## src/rtl/hwpe_ctrl_package.sv

```systemverilog
// Shared HWPE controller types: uloop control/flag bundles and the
// uloop sequencer state and command types.
package hwpe_ctrl_package;

  localparam int unsigned ULOOP_MAX_NB_REG   = 4;
  localparam int unsigned ULOOP_MAX_NB_LOOPS = 6;
  localparam int unsigned ULOOP_CNT_WIDTH    = 16;
  localparam int unsigned ULOOP_REG_WIDTH    = 32;
  localparam int unsigned ULOOP_ADDR_WIDTH   = 32;
  localparam int unsigned ULOOP_LOOP_WIDTH   = $clog2(ULOOP_MAX_NB_LOOPS);

  typedef struct packed {
    logic enable;
    logic clear;
  } ctrl_uloop_t;

  typedef struct packed {
    logic                                              valid;
    logic                                              ready;
    logic                                              done;
    logic [ULOOP_LOOP_WIDTH-1:0]                       loop;
    logic [ULOOP_MAX_NB_REG-1:0][ULOOP_REG_WIDTH-1:0]  offs;
    logic [ULOOP_MAX_NB_LOOPS-1:0][ULOOP_CNT_WIDTH-1:0] idx;
  } flags_uloop_t;

  typedef enum logic [2:0] {
    IDLE   = 3'd0,
    INIT   = 3'd1,
    REQ    = 3'd2,
    WAIT   = 3'd3,
    ISSUE  = 3'd4,
    FINISH = 3'd5
  } uloop_seq_state_e;

  typedef struct packed {
    logic [ULOOP_MAX_NB_REG-1:0][ULOOP_ADDR_WIDTH-1:0]  addr;
    logic [ULOOP_MAX_NB_LOOPS-1:0][ULOOP_CNT_WIDTH-1:0] idx;
    logic [ULOOP_LOOP_WIDTH-1:0]                        loop;
    logic                                               last;
  } uloop_cmd_t;

endpackage

```

## src/rtl/hwpe_ctrl_uloop_sequencer.sv

```systemverilog
// Drives the uloop engine one iteration at a time and turns each flags
// response into a registered per-lane address command for the streamers.
module hwpe_ctrl_uloop_sequencer
  import hwpe_ctrl_package::*;
#(
  parameter int unsigned NB_REG     = 4,
  parameter int unsigned NB_LOOPS   = 6,
  parameter int unsigned CNT_WIDTH  = 16,
  parameter int unsigned REG_WIDTH  = 32,
  parameter int unsigned ADDR_WIDTH = 32
) (
  input  logic                             clk_i,
  input  logic                             rst_ni,
  input  logic                             test_mode_i,
  input  logic                             clear_i,
  input  logic                             start_i,
  input  logic [NB_REG*ADDR_WIDTH-1:0]     base_addr_i,
  output ctrl_uloop_t                      uloop_ctrl_o,
  input  flags_uloop_t                     uloop_flags_i,
  output logic                             cmd_valid_o,
  input  logic                             cmd_ready_i,
  output logic [NB_REG*ADDR_WIDTH-1:0]     cmd_addr_o,
  output logic [NB_LOOPS*CNT_WIDTH-1:0]    cmd_idx_o,
  output logic [$clog2(NB_LOOPS)-1:0]      cmd_loop_o,
  output logic                             cmd_last_o,
  output logic                             busy_o,
  output logic                             done_o,
  output logic [31:0]                      nb_iter_o
);

  localparam int unsigned LOOP_W = $clog2(NB_LOOPS);

  // Command handshake: a command transfers in a cycle where cmd_valid_o and
  // cmd_ready_i are both high; once raised, cmd_valid_o and the payload hold
  // until that transfer (or a clear) happens.

  uloop_seq_state_e state_q, state_d;

  logic [NB_REG-1:0][ADDR_WIDTH-1:0] base_q, base_d;
  logic [NB_REG-1:0][ADDR_WIDTH-1:0] lane_sum;
  uloop_cmd_t                        cmd_q, cmd_d;
  logic [31:0]                       nb_iter_q, nb_iter_d;

  logic unused_test_mode;
  assign unused_test_mode = test_mode_i;

  // Per-lane adders: offsets are resized to the address width before the add.
  for (genvar g = 0; g < NB_REG; g++) begin : gen_lane
    assign lane_sum[g] = base_q[g] + ADDR_WIDTH'(uloop_flags_i.offs[g]);
    assign cmd_addr_o[g*ADDR_WIDTH +: ADDR_WIDTH] = ADDR_WIDTH'(cmd_q.addr[g]);
  end

  for (genvar g = 0; g < NB_LOOPS; g++) begin : gen_idx
    assign cmd_idx_o[g*CNT_WIDTH +: CNT_WIDTH] = CNT_WIDTH'(cmd_q.idx[g]);
  end

  assign cmd_loop_o = LOOP_W'(cmd_q.loop);
  assign nb_iter_o  = nb_iter_q;

  always_ff @(posedge clk_i or negedge rst_ni) begin
    if (!rst_ni) begin
      state_q <= IDLE;
    end else begin
      state_q <= state_d;
    end
  end

  always_comb begin
    state_d = state_q;
    case (state_q)
      IDLE:    if (start_i) state_d = INIT;
      INIT:    state_d = REQ;
      REQ:     if (uloop_flags_i.ready) state_d = WAIT;
      WAIT:    if (uloop_flags_i.valid) state_d = ISSUE;
      ISSUE:   if (cmd_ready_i) state_d = cmd_q.last ? FINISH : REQ;
      FINISH:  state_d = IDLE;
      default: state_d = IDLE;
    endcase
    if (clear_i) state_d = IDLE;
  end

  always_comb begin
    uloop_ctrl_o        = '0;
    uloop_ctrl_o.enable = (state_q == REQ) && uloop_flags_i.ready && !clear_i;
    uloop_ctrl_o.clear  = (state_q == INIT) || clear_i;
    cmd_valid_o         = (state_q == ISSUE);
    cmd_last_o          = (state_q == ISSUE) && cmd_q.last;
    busy_o              = (state_q != IDLE);
    done_o              = (state_q == FINISH) && !clear_i;
  end

  always_comb begin
    base_d    = base_q;
    cmd_d     = cmd_q;
    nb_iter_d = nb_iter_q;
    if (clear_i) begin
      base_d    = '0;
      cmd_d     = '0;
      nb_iter_d = '0;
    end else begin
      if (state_q == IDLE && start_i) begin
        base_d    = base_addr_i;
        nb_iter_d = '0;
      end
      if (state_q == WAIT && uloop_flags_i.valid) begin
        for (int i = 0; i < NB_REG; i++) begin
          cmd_d.addr[i] = ULOOP_ADDR_WIDTH'(lane_sum[i]);
        end
        for (int j = 0; j < NB_LOOPS; j++) begin
          cmd_d.idx[j] = uloop_flags_i.idx[j];
        end
        cmd_d.loop = uloop_flags_i.loop;
        cmd_d.last = uloop_flags_i.done;
      end
      if (state_q == ISSUE && cmd_ready_i) begin
        nb_iter_d = nb_iter_q + 32'd1;
      end
    end
  end

  always_ff @(posedge clk_i or negedge rst_ni) begin
    if (!rst_ni) begin
      base_q    <= '0;
      cmd_q     <= '0;
      nb_iter_q <= '0;
    end else begin
      base_q    <= base_d;
      cmd_q     <= cmd_d;
      nb_iter_q <= nb_iter_d;
    end
  end

endmodule

```

## config.mk

```make
export PLATFORM = sky130hd
export DESIGN_NAME = hwpe_ctrl_uloop_sequencer
export DESIGN_NICKNAME = d
export VERILOG_FILES = /design/src/rtl/hwpe_ctrl_package.sv /design/src/rtl/hwpe_ctrl_uloop_sequencer.sv
export SDC_FILE = /design/constraint.sdc
export NUM_CORES = 1
export LEC_CHECK = 0
export BUFFER_PORTS_ARGS = -buffer_cell sky130_fd_sc_hd__buf_4
export CAP_MARGIN = 20
export CORE_ASPECT_RATIO = 0.5
export CORE_UTILIZATION = 40
export DETAILED_ROUTE_END_ITERATION = 8
export SETUP_SLACK_MARGIN = 0.4
export SYNTH_ARGS = -nofsm -noshare
export SYNTH_HDL_FRONTEND = slang
export SYNTH_SLANG_ARGS = --single-unit
export TNS_END_PERCENT = 1
```

## constraint.sdc

```tcl
create_clock -name clk_i -period 3.55 [get_ports clk_i]
set_input_delay 0.1775 -clock clk_i [delete_from_list [all_inputs] [get_ports clk_i]]
set_output_delay 0.1775 -clock clk_i [all_outputs]
set_load 0.1 [all_outputs]
```

; ---- After elaboration in Yosys (flattened, before gate mapping)
; Cells that the tools add are included.
; W data, S select, Z words.
[totals]
in_bits = 364
reg_bits = 391
elab_cells = 61
output_inout_bits = 265
[classes]
muxes = 14
add_sub_neg = 5
n_reduce_logical = 15
eq_ne = 9
[ops]
columns = op, count
row1 = $mux W228, 2
row2 = $mux W128, 2
row3 = $add A32 B32 Y32, 4
row4 = $mux W32, 3
row5 = $add A32 B1 Y32 const B, 1
row6 = $mux W3, 6
row7 = $pmux W3 S5, 1
row8 = $ne A3 B3 Y1 const B, 3
row9 = $logic_and A1 B1 Y1, 7
row10 = $eq A3 B2 Y1 const B, 2
row11 = $eq A3 B3 Y1 const B, 2
row12 = $reduce_bool A3 Y1, 2
row13 = $reduce_and A4 Y1, 1
row14 = $reduce_bool A2 Y1, 2
row15 = $eq A3 B1 Y1 const B, 1
row16 = $logic_not A3 Y1, 1
row17 = $ne A3 B2 Y1 const B, 1
row18 = $logic_not A1 Y1, 1
row19 = $logic_or A1 B1 Y1, 1

; ---- Logic depth before layout (Yosys ltp)
[depth]
ltp_word = 5
ltp_mapped = 11
ltp_nobuf = 11

; ---- Worst setup path after synthesis
; OpenSTA, ideal clock, no wires.
[synth_timing]
kind = reg-to-output
start = register state_q[1]
end = output port done_o
arrival_ns = 3.757
stages_incl_launch_ff = 3
path_slack_ns = -0.384
t_required_ns = 3.372
n_path_buf = 1
cell_sequence = dfrtp_1 -> clkbuf_1 -> nor4b_1
[synth_between]
elab_chain_len = 2
[synth_lines]
columns = element, line
row1 = start: declaration, hwpe_ctrl_uloop_sequencer.sv:37  ; uloop_seq_state_e state_q, state_d;
row2 = start signal: assignment, hwpe_ctrl_uloop_sequencer.sv:64  ; state_q <= state_d;
row3 = $eq A3 B3 Y1, hwpe_ctrl_uloop_sequencer.sv:89  ; done_o = (state_q == FINISH) && !clear_i;
row4 = $logic_and A1 B1 Y1, hwpe_ctrl_uloop_sequencer.sv:89
row5 = end: declaration, hwpe_ctrl_uloop_sequencer.sv:27  ; output logic done_o,
; No other way between the ends.

; ---- Final worst setup path
[layout_timing]
start = register base_q[64] (netlist name)
end = register cmd_q (netlist bit cmd_addr_o[94])
[layout_between]
elab_chain_len = 3
[layout_lines]
columns = element, line
row1 = start: declaration, hwpe_ctrl_uloop_sequencer.sv:39  ; logic [NB_REG-1:0][ADDR_WIDTH-1:0] base_q, base_d;
row2 = start signal: assignment, hwpe_ctrl_uloop_sequencer.sv:127  ; base_q <= base_d;
row3 = $add A32 B32 Y32, hwpe_ctrl_uloop_sequencer.sv:49  ; assign lane_sum[g] = base_q[g] + ADDR_WIDTH'(uloop_flags_i.offs[g]);
row4 = $mux W228, hwpe_ctrl_uloop_sequencer.sv:105  ; if (state_q == WAIT && uloop_flags_i.valid) begin
row5 = $mux W228, hwpe_ctrl_uloop_sequencer.sv:96  ; if (clear_i) begin
row6 = end signal: assignment, hwpe_ctrl_uloop_sequencer.sv:128  ; cmd_q <= cmd_d;
row7 = end: declaration, hwpe_ctrl_uloop_sequencer.sv:41  ; uloop_cmd_t cmd_q, cmd_d;
; No other way between the ends. The select of a mux whose other input is x is not followed.
; A chain may end at the register's enable or synchronous reset.

==> results.txt <==
Outcome - finished clean
Final Cell Area - 31000 µm²
Die Ht - 173 µm
Reg power frac - 0.389
Core area - 57500 µm²
Initial antenna violation count - 14
CTS tree - done
Rel. slew slack - 0.316
CTS clk-pin slew, worst paths - 0.07 ns
Post-synth top area share - 0.419
Maxcap violations - 0
Most frequent CP cell - a21oi_1
Final period util - 0.850
Most area-consuming cells after synthesis - dfrtp_1 42%, buf_4 7.3%, nand2_1 7.1%
Endpoint class of the critical path - register
CTS Sinks - 391
Skew final - 0.0123 ns
Cell Pwr Density - 389 nW/µm²
Root buf cell - clkbuf_16
FF+latch area - 9780 µm²
Starting Density - 0.406
Fmax - 331 MHz
Crit path max-delay cell type - o311ai_1
Net load switching power - 3.51 mW
Final worst slack - 0.532 ns
Largest net degree at the start of global routing - 110
I/O pins - 629
Post-synth top area cell - dfrtp_1
Buffers on Ports - 627
Clock power frac - 0.397
Hold Crit Class - input pin to register
Post-synth top flop - dfrtp_1
CTS max path bufs - 3
Full die area - 59400 µm²
Power Internal - 8.57 mW
GPL Wtd Cong - 0.911
Hold Path End - cmd_addr_o[0]
Synth Cell Area - 23300 µm²
Reg2Reg Depth - 11
DP Wirelength - 54900 µm
Post-synth ARST share - 1.00
Slew Viols, Final - 0
Total routed wirelength - 77200 µm
Seq cells post-synth - 391
Num CTS Buffers - 40
Fraction of layout cells with a size suffix above 1 - 0.237
Die width - 344 µm
Fin. Hold Viols - 0
Switch share - 0.291
DRC - 0
Synth unique cells - 81
Multi-input logic area - 11200 µm²
YS warnings - 0
Fillers - 5234
WP data arrival - 3.46 ns
Vias - 21300
DR iter-0 viols - 1391
Critical-path cell list - ha_1 > inv_1 > fa_1 > nand2b_1 > a21oi_1 > o21ai_0 > o311ai_1 > a21oi_1 > o211ai_1 > a21o_1 > nand3_1
Post-synthesis cell count - 2602
Drt first pass iters - 7
Vias in the first global route - 20800
FP Rows - 62
Area growth syn-to-layout - 33.0%
Hold Path Origin - uloop_flags_i[96]
Gr usage total - 0.254
Hold Crit Depth - 4
Global-route wire length before repair - 119000 µm
Grt ovf - 0
Pin slew with the least headroom to its limit - 1.03 ns
Avg WL per Cell - 19.4 µm
Tmin final - 3.02 ns
R2R setup slack - 0.53 ns
Avg Inst Size Synth - 8.97 µm²
Slowest cell delay on critical path - 0.42 ns
Worst slack at placement - 0.497 ns
RR Endpoint - cmd_addr_o[94]
Seq/Total Area, Yosys - 0.419
Area after DPL - 27200 µm²
Worst VDD drop - 382 µV
Static leakage - 15.1 nW
Final ANT Viol Nets - 0
Worst Setup Path Type - register to register
Setup-failing EPs final - 0
Worst Path Required - 3.99 ns
H-Tree Depth - 2
# nets final - 3666
Critical-path maximum fanout - 5
Clock network latency to the later pin of the worst-skew pair - 0.57 ns
Critical Path Start Type - register
Reg2reg start - base_q[64]
Vias per cell - 5.34
Post-synth EDFFs - 0
RSZ-0062 raised after global routing - yes
Comb pwr share - 0.214
Post-synth net total - 3095
==> worst max-delay path: cells and delay by family (launching register included) <==
family	cells	cell delay, ns
AND/OR/NAND/NOR	2	0.25
adder cells (fa/ha/maj)	2	0.56
AO/OA/AOI/OAI	6	1.66
flip-flops	1	0.36
buffers and inverters	1	0.07
==> synth_stat cells (all sizes together) (6+ instances only) <==
cell and number:
nand2 444, dfrtp 391, a21oi 288, buf 247, o21ai 169, a22o 134, ha 125, clkbuf 116
nor2 99, a21o 57, inv 50, nand3 48, xnor2 47, xor2 42, a31oi 32, and3 28
nand4 26, nor3 24, a211oi 19, o211ai 16, and2 15, nand2b 15, or3 15, o21a 11
nor2b 10, o21bai 10, o31ai 10, a41oi 7, o311ai 7, or4 7, a211o 6, and4 6
o2111ai 6, or2 6
==> per-stage QoR <==
step	instances	setup TNS, ns	hold slack, ns	total power [mW]	utilization
floorplan	2602	-0.165	-0.118	6.29	-
global placement	3661	0	0.330	7.11	0.473
detailed placement	3661	0	0.331	7.12	0.473
CTS	3970	0	0.00157	12.2	0.539
global route	3985	0	0.0471	12.6	0.540
finish	3986	0	0.0358	12.1	0.540
==> power groups by stage <==
stage | combinational, mW | sequential (mW) | clock [mW]
final | 2.59 | 4.70 | 4.79
after floorplan | 1.55 | 4.74 | 0
after CTS | 2.58 | 4.70 | 4.92
after global routing | 2.83 | 4.71 | 5.08
after global placement | 2.33 | 4.78 | 0
after detailed placement | 2.35 | 4.78 | 0
==> routing by layer <==
metal,part of all wire,vias up,GRT usage,wire length (µm)
li1,-,10200,-,-
met2,0.49,521,0.424,38100
met5,0,-,0,0
met4,0.047,0,0.121,3620
met1,0.43,10400,0.328,32900
met3,0.034,165,0.0308,2620
==> flip-flops by register name, summed over array words and instances (netlist names) <==
signal      count
base_q        128
cmd_addr_o    128
cmd_idx_o      96
cmd_loop_o      3
cmd_q           1
nb_iter_o      32
state_q         3
==> kinds of logic after synthesis <==
kind of cell               count (synthesis)  synth area share
xor gates and xnor gates                  89            0.0334
and+or+nand+nor                          758             0.144
buffers and inverters                    413             0.104
DFF                                      391             0.419
AOI/OAI and AO/OA                        816             0.226
muxes                                      6           0.00263
adders and majority gates                129            0.0705
==> worst max-delay path by stage <==
stage / end / slack [ns] / from / depth (start not counted)
after floorplan: uloop_ctrl_o[1] / -0.17 / state_q[1] / 3
after global placement: cmd_addr_o[60] / 0.56 / base_q[32] / 11
after detailed placement: cmd_addr_o[94] / 0.50 / base_q[64] / 11
after CTS: cmd_addr_o[94] / 0.45 / base_q[64] / 11
after global routing: cmd_addr_o[62] / 0.28 / base_q[32] / 11
final: cmd_addr_o[94] / 0.53 / base_q[64] / 11
==> what timing repair did <==
| action | 4_1_cts | 5_1_grt |
|---|---|---|
| endpoints found under the setup margin | 0 | 10 |
| endpoints found under the hold margin | 340 | 0 |
| hold buffers | 236 | 0 |
| resized for setup | 0 | 1 |
| buffers inserted | 0 | 2 |
==> final cells by class <==
| cell class | instances | share of cell area |
|---|---|---|
| diodes | 14 | 0.00113 |
| clock buffers | 57 | 0.0382 |
| clock inverters | 16 | 0.00867 |
| inverters | 50 | 0.00605 |
| multi-input cells | 1798 | 0.361 |
| flip-flops and latches | 391 | 0.315 |
| well taps | 768 | 0.0310 |
| repair buffers | 892 | 0.239 |
==> cells in the final DEF, fill, tap and decap left out, types with 7 or more instances in the layout <==
cell type / Yosys / layout
a211oi_1: 18 / 18
a21o_1: 57 / 57
a21oi_1: 288 / 287
a22o_1: 134 / 134
a31oi_1: 29 / 29
and2_1: 15 / 15
and3_1: 28 / 27
buf_12: 0 / 10
buf_4: 227 / 644
bufinv_16: 0 / 7
clkbuf_16: 0 / 41
clkbuf_8: 0 / 10
dfrtp_1: 391 / 391
diode_2: 0 / 14
dlygate4sd3_1: 0 / 236
ha_1: 125 / 125
inv_1: 50 / 50
nand2_1: 444 / 444
nand2b_1: 15 / 14
nand3_1: 48 / 47
nand4_1: 26 / 26
nor2_1: 99 / 96
nor2b_1: 10 / 10
nor3_1: 21 / 21
o211ai_1: 15 / 15
o21a_1: 11 / 11
o21ai_0: 161 / 161
o21ai_1: 8 / 8
o21bai_1: 10 / 10
o31ai_1: 9 / 9
or3_1: 15 / 15
or4_1: 7 / 7
xnor2_1: 47 / 47
xor2_1: 42 / 42
No activity file was read; power rests on OpenSTA's default activity.
